`src/rtl/mario_key_ctrl.sv`:
```
// Turns the decoder's single-key press/release stream into WASD held flags,
// walk/crouch/facing levels and a frame-counted variable-height jump.
module mario_key_ctrl #(
  parameter int          MAX_JUMP_FRAMES = 16,
  parameter int          CNT_W           = 5,
  parameter logic [7:0]  ASCII_W         = 8'h57,
  parameter logic [7:0]  ASCII_A         = 8'h41,
  parameter logic [7:0]  ASCII_S         = 8'h53,
  parameter logic [7:0]  ASCII_D         = 8'h44
) (
  input  logic       clk_in,
  input  logic       rst,
  input  logic       key_state,
  input  logic [7:0] key_ascii,
  input  logic       frame_tick,
  input  logic       on_ground,
  input  logic       enable,
  output logic [3:0] held,
  output logic       move_left,
  output logic       move_right,
  output logic       crouch,
  output logic       facing,
  output logic       jump_start,
  output logic       jump_hold
);

  typedef enum logic [1:0] {IDLE, RISE, LOCK} jump_state_t;

  localparam logic [3:0][7:0]   KEY_CODES = {ASCII_W, ASCII_A, ASCII_S, ASCII_D};
  localparam logic [CNT_W-1:0]  CNT_MAX   = CNT_W'(MAX_JUMP_FRAMES - 1);

  logic             r_ks;
  logic [7:0]       r_ka;
  logic [3:0]       r_held;
  logic             r_last_left;
  logic             r_move_left;
  logic             r_move_right;
  logic             r_crouch;
  logic             r_facing;
  jump_state_t      r_state;
  logic [CNT_W-1:0] r_cnt;
  logic             r_first;

  logic             w_press;
  logic             w_release;
  logic [3:0]       w_hit;
  logic [3:0]       w_held_next;
  logic             w_last_left_next;
  logic             w_crouch;
  logic             w_move_left;
  logic             w_move_right;
  logic             w_facing_next;
  jump_state_t      w_state_next;
  logic [CNT_W-1:0] w_cnt_next;
  logic             w_first_next;

  // A new code while the key stays down counts as a press; a repeat does not.
  assign w_press   = key_state & (key_ascii != 8'h00) & (~r_ks | (key_ascii != r_ka));
  assign w_release = r_ks & ~key_state;

  for (genvar gi = 0; gi < 4; gi++) begin : g_key_hit
    assign w_hit[gi] = w_press & (key_ascii == KEY_CODES[gi]);
  end

  always_comb begin
    w_held_next      = r_held;
    w_last_left_next = r_last_left;
    if (w_release) begin
      // The decoder does not say which key went up, so all flags drop.
      w_held_next = 4'b0000;
    end else begin
      w_held_next = r_held | w_hit;
      if (w_hit[2]) w_last_left_next = 1'b1;
      else if (w_hit[0]) w_last_left_next = 1'b0;
    end
  end

  assign w_crouch     = r_held[1] & on_ground & enable;
  assign w_move_left  = enable & ~w_crouch & r_held[2] & (~r_held[0] | r_last_left);
  assign w_move_right = enable & ~w_crouch & r_held[0] & (~r_held[2] | ~r_last_left);

  always_comb begin
    w_facing_next = r_facing;
    if (w_move_left & ~r_move_left) w_facing_next = 1'b1;
    else if (w_move_right & ~r_move_right) w_facing_next = 1'b0;
  end

  always_comb begin
    w_state_next = r_state;
    w_cnt_next   = r_cnt;
    w_first_next = 1'b0;
    if (!enable) begin
      w_state_next = IDLE;
      w_cnt_next   = '0;
    end else begin
      case (r_state)
        IDLE: begin
          if (r_held[3] & on_ground & ~w_crouch) begin
            w_state_next = RISE;
            w_cnt_next   = '0;
            w_first_next = 1'b1;
          end
        end
        RISE: begin
          // Letting go of W ends the rise even if a frame tick lands together.
          if (!r_held[3]) begin
            w_state_next = LOCK;
          end else if (frame_tick) begin
            if (r_cnt == CNT_MAX) w_state_next = LOCK;
            else w_cnt_next = r_cnt + 1'b1;
          end
        end
        LOCK: begin
          if (!r_held[3]) w_state_next = IDLE;
        end
        default: w_state_next = IDLE;
      endcase
    end
  end

  always_ff @(posedge clk_in or negedge rst) begin
    if (!rst) begin
      r_ks         <= 1'b0;
      r_ka         <= 8'h00;
      r_held       <= 4'b0000;
      r_last_left  <= 1'b0;
      r_move_left  <= 1'b0;
      r_move_right <= 1'b0;
      r_crouch     <= 1'b0;
      r_facing     <= 1'b0;
      r_state      <= IDLE;
      r_cnt        <= '0;
      r_first      <= 1'b0;
    end else begin
      r_ks         <= key_state;
      r_ka         <= key_ascii;
      r_held       <= w_held_next;
      r_last_left  <= w_last_left_next;
      r_move_left  <= w_move_left;
      r_move_right <= w_move_right;
      r_crouch     <= w_crouch;
      r_facing     <= w_facing_next;
      r_state      <= w_state_next;
      r_cnt        <= w_cnt_next;
      r_first      <= w_first_next;
    end
  end

  assign held       = r_held;
  assign move_left  = r_move_left;
  assign move_right = r_move_right;
  assign crouch     = r_crouch;
  assign facing     = r_facing;
  assign jump_hold  = enable & (r_state == RISE);
  assign jump_start = jump_hold & r_first;

endmodule

```
`config.mk`:
```
export PLATFORM = sky130hd
export DESIGN_NAME = mario_key_ctrl
export DESIGN_NICKNAME = d
export VERILOG_FILES = /design/src/rtl/mario_key_ctrl.sv
export SDC_FILE = /design/constraint.sdc
export NUM_CORES = 1
export LEC_CHECK = 0
export ABC_AREA = 1
export BUFFER_PORTS_ARGS = -buffer_cell sky130_fd_sc_hd__buf_4
export CAP_MARGIN = 20
export CORE_MARGIN = 4
export CORE_UTILIZATION = 45
export CTS_CLUSTER_DIAMETER = 50
export CTS_CLUSTER_SIZE = 24
export DETAILED_ROUTE_END_ITERATION = 7
export PLACE_DENSITY = 0.67
export SLEW_MARGIN = 20
export SYNTH_ARGS = -nofsm -noshare
export SYNTH_HDL_FRONTEND = slang
export SYNTH_SLANG_ARGS = --single-unit
```
`constraint.sdc`:
```
create_clock -name clk_in -period 2.5 [get_ports clk_in]
set_clock_uncertainty 0.2 [all_clocks]
set_input_delay 0.5 -clock clk_in [delete_from_list [all_inputs] [get_ports clk_in]]
set_output_delay 0.5 -clock clk_in [all_outputs]
set_load 0.05 [all_outputs]
```
==> impl.org <==
** Worst setup path
- The slowest stage of the critical path belongs to the cell sky130_fd_sc_hd__dfrtp_1.
- Critical Path Max Stage Delay :: 400 ps
- By startpoint and endpoint, the worst setup path is classified as register to output port.
- Crit path max-delay family :: flip-flops
- Critical Path Sink Type :: output port
- The worst setup path is launched from a register.
- Critical Path, Cell by Cell :: inv_1 -> nand2_1 -> nor2_2 -> inv_1 -> nor2_2 -> buf_4
- Buffer and inverter count on the worst path :: 3
- The worst register-to-register path ends at r_cnt[3].
- Launch point of the worst reg-to-reg path :: r_cnt[0]
- In this run the worst path has a maximum fanout of 4.
- Register-to-Register Setup Slack :: 570 ps
- For the worst flop-to-flop path, the logic depth is 11.
- Required @ worst endpoint :: 1800 ps
- STA puts the critical path data arrival time at 1450 ps.

** Logic synthesis
- The netlist uses 22 different library cells.
- A synthesized cell averages 8.039 um2.
- Among all flip-flop cells after synthesis, the most frequent one is sky130_fd_sc_hd__dfrtp_1.
- Leading area contributor after synthesis :: sky130_fd_sc_hd__dfrtp_1
- After synthesis the cells add up to 0.001286 mm2.
- Synth warn :: 0
- Proportion of register bits with asynchronous set or reset after synthesis :: 100.0%
- Number of enable flip-flop cells after synthesis :: 0
- Sequential fraction of the synthesis area :: 50.58%
- Most frequent cell after synthesis :: sky130_fd_sc_hd__nand2_1
- Synth top area cells :: sky130_fd_sc_hd__dfrtp_1 (51%), sky130_fd_sc_hd__nand2_1 (11%), sky130_fd_sc_hd__inv_1 (8.2%)
- Instance count of the mapped netlist :: 160
- Top cells by instance count after synthesis :: sky130_fd_sc_hd__nand2_1 (37), sky130_fd_sc_hd__inv_1 (28), sky130_fd_sc_hd__dfrtp_1 (26), sky130_fd_sc_hd__nor2_1 (19), sky130_fd_sc_hd__nand3_1 (13)
- Proportion of netlist area held by the largest area contributor :: 50.58%
- Synthesized Nets :: 176
- Synth Register Bits :: 26

** Clock network
- Clock latency on the worst-skew pair :: 310 ps
- In this run the number of H-tree levels came out at 1.
- Root Buffer Master :: sky130_fd_sc_hd__clkbuf_4
- Clock sink count :: 26
- Clock-pin slew of the registers on the worst-case setup and hold paths :: 130 ps
- Counting along the longest clock path gives a buffer depth of 2.
- Total clock buffers created by CTS :: 3
- TritonCTS clock tree :: done

** Global route
- Maximum number of pins on one net before global-route repair :: 27
- The first global-routing pass estimated 4236 um of wire.
- For this run, the total global-route usage over all layers was measured as 14.95%.
- For this run, global-route usage on met3 was measured as 2.725%.
- Antenna violations before repair :: 0
- Global-route track usage on met1 :: 18.64%
- Busiest layer in global routing :: met2
- GR met2 Demand/Resource :: 25.68%
- Total gr overflow :: 0
- The via count of the first global-routing pass is 1,028.

** Power
- For this design the ratio of total power to cell area is 477.7 mW/mm2.
- Summed over all cells, the static leakage comes to 0.7866 nW.
- Worst voltage drop across the vdd grid :: 0.0004120 V
- Switching pwr :: 0.1980 mW
- Internal power comes to 0.5355 mW.
- Net Sw Frac :: 26.99%
- Of the total power, the clock network draws 22.8%.
- Gate power share :: 16.6%
- Relative contribution of sequential cells to total power :: 60.6%

** Min path
- Hold Path Sink :: r_ka[5]
- Start point of the worst min-delay path :: key_ascii[5]
- Along the worst hold path, the cell count comes to 1.
- The worst hold path belongs to the class input port to register.

** Placed design
- Global placer's final weighted congestion :: 0.8951
- During placement, the flow inserted port buffers numbering 23.
- Placed cell areas :: 0.001503 mm2
- Detailed placer's ending HPWL :: 1916 um

** Drt
- Using the TritonRoute via totals, the vias-per-cell ratio works out to 4.830.
- Mean routed wirelength per cell :: 10.92 um
- Summing over every cut layer, the via total after detailed routing is 1,053.
- Post-detailed-routing wire length :: 2381 um
- Iter 0 DRT Violations :: 57
- For this run, design rule violations remaining after detail routing come to 0.
- Count of nets left with antenna violations after detail routing :: 0
- Count of TritonRoute iterations in the first routing pass :: 4

** Layout
- N_diodes :: 0
- Total non-filler cell area in the finished layout :: 0.001535 mm2
- Number of filler cells placed in the layout :: 252
- Share of final-layout standard cells stronger than drive strength 1 :: 19.79%
- At the end of the flow the core is filled with cells to 56.16%.
- The final layout contains 205 nets.
- Area added between synthesis and finish :: 19.36%

** Floorplan
- After floorplanning, the core was divided into 19 placement rows.
- Once the floorplan was initialized, standard cells occupied 47.05% of the core.
- 24 I/O pins were placed.
- Measured along the y axis, the die boundary spans 61.47 um.
- Core Region :: 0.002734 mm2
- The die is 61.47 um wide.
- The floorplan step defined a die boundary enclosing 0.003778 mm2.

** STA
- Portion of the clock cycle consumed by the worst path in the final layout :: 86.04%
- Slew at the pin closest to its max-slew limit :: 440.8 ps
- After routing, the total negative slack on setup checks comes to 0 ps.
- Final setup violation count :: 0
- Setup repair after global routing left no endpoint under its margin.
- Relative slew slack :: 70.30%
- Static timing analysis puts the maximum clock frequency at 0.4649 GHz.
- Pins Over Slew Limit :: 0
- The worst path needs 2151 ps of the cycle, external delays included.
- Hold Violations, Final :: 0

** Run
- The tool flagged a number of max-cap violations equal to 0.

** Status
- Run status :: complete, no violations
[power groups by stage]
stage          Sequential [mW]  Clock (mW)  Combinational [mW]
5_1_grt                  0.447       0.193               0.139
3_3_place_gp             0.452           0               0.120
3_5_place_dp             0.453           0               0.122
4_1_cts                  0.445       0.177               0.124
6_report                 0.444       0.167               0.122
2_1_floorplan            0.471           0              0.0535
[cell usage in the layout (no fill, tap or decap)]
cell type	synthesis	routed
sky130_fd_sc_hd__dfrtp_1	26	26
sky130_fd_sc_hd__clkbuf_4	0	3
sky130_fd_sc_hd__buf_4	0	23
sky130_fd_sc_hd__o21ai_2	2	2
sky130_fd_sc_hd__inv_4	1	1
sky130_fd_sc_hd__nor4_1	2	2
sky130_fd_sc_hd__o21ai_0	9	9
sky130_fd_sc_hd__o21a_1	1	1
sky130_fd_sc_hd__dlygate4sd3_1	0	1
sky130_fd_sc_hd__inv_2	1	1
sky130_fd_sc_hd__nand2_2	2	2
sky130_fd_sc_hd__nor2_1	19	17
sky130_fd_sc_hd__nor3b_1	2	2
sky130_fd_sc_hd__o32ai_1	1	1
sky130_fd_sc_hd__xor2_1	3	3
sky130_fd_sc_hd__o22ai_1	1	1
sky130_fd_sc_hd__nand2_4	1	1
sky130_fd_sc_hd__nor3_4	1	1
sky130_fd_sc_hd__nor2_2	1	3
sky130_fd_sc_hd__inv_1	28	28
sky130_fd_sc_hd__nor3_1	4	4
sky130_fd_sc_hd__a21oi_1	3	3
sky130_fd_sc_hd__nand2_1	37	37
sky130_fd_sc_hd__ha_1	2	2
sky130_fd_sc_hd__nand3_1	13	13
[worst register-to-register path, cell delays in order, from the launching register on]
cell and delay (ps):
sky130_fd_sc_hd__dfrtp_1 430, sky130_fd_sc_hd__ha_1 240, sky130_fd_sc_hd__nand2_1 70, sky130_fd_sc_hd__nor2_1 40, sky130_fd_sc_hd__ha_1 190, sky130_fd_sc_hd__nor3b_1 180
sky130_fd_sc_hd__o21ai_0 110, sky130_fd_sc_hd__nand2_1 110, sky130_fd_sc_hd__nand2_4 80, sky130_fd_sc_hd__inv_4 80, sky130_fd_sc_hd__nand2_1 60, sky130_fd_sc_hd__o21ai_2 70
[state kept, by name, indices dropped and copies added, names as in the netlist]
name / flops
r_last_left: 1
r_first: 1
r_state: 2
move_right: 1
held: 4
facing: 1
move_left: 1
crouch: 1
r_cnt: 5
r_ks: 1
r_ka: 8
[how the worst max path moves through the flow]
stage                       endpoint  slack, ps       start  depth (start not counted)
after floorplan           jump_start        150      enable                          4
after CTS                 jump_start        340  r_state[1]                          6
after detailed placement  jump_start        570      enable                          6
after global routing      jump_start        190  r_state[1]                          6
after global placement    jump_start        620      enable                          6
final                     jump_start        350  r_state[1]                          6
[final cells by class]
cell class              instances  area (um2)  share of cell area (%)
inverters                      30       115.1                   7.498
repair buffers                 24       182.7                   11.90
flip-flops and latches         26       650.6                   42.38
clock buffers                   3       22.52                   1.467
multi-input cells             104       525.5                   34.23
well taps                      31       38.79                   2.526
[through the flow]
stage / std cells / hold slack, ps / setup WS, ps / power [mW]
2_1_floorplan: 160 / 4.409 / 150.5 / 0.5247
3_3_place_gp: 214 / 225.9 / 616.4 / 0.5725
3_5_place_dp: 214 / 228.1 / 570.9 / 0.5751
4_1_cts: 218 / 93.42 / 336.9 / 0.7453
5_1_grt: 218 / 83.58 / 194.2 / 0.7788
6_report: 218 / 105.4 / 349.0 / 0.7334
[timing repair]
| action | 4_1_cts | 5_1_grt |
|---|---|---|
| hold endpoints to repair | 26 | 0 |
| resized for setup | 0 | 0 |
| hold buffers | 1 | 0 |
| setup buffers | 0 | 0 |
[per-layer routing]
metal,part of all wire (%),vias up,routed length [um]
li1,-,556,-
met1,44,473,1050
met2,50,22,1187
met3,5.1,2,122
met4,0.84,0,20
met5,0,-,0
[cell families after synthesis]
| kind of cell | count (synthesis) | share of synthesized area [%] |
|---|---|---|
| DFF | 26 | 50.58 |
| buffers and inverters | 30 | 8.949 |
| xor gates and xnor gates | 3 | 2.043 |
| AOI/OAI and AO/OA | 17 | 7.782 |
| adders and majority gates | 2 | 1.945 |
| and+or+nand+nor | 82 | 28.70 |
No activity file was read; power rests on OpenSTA's default activity.
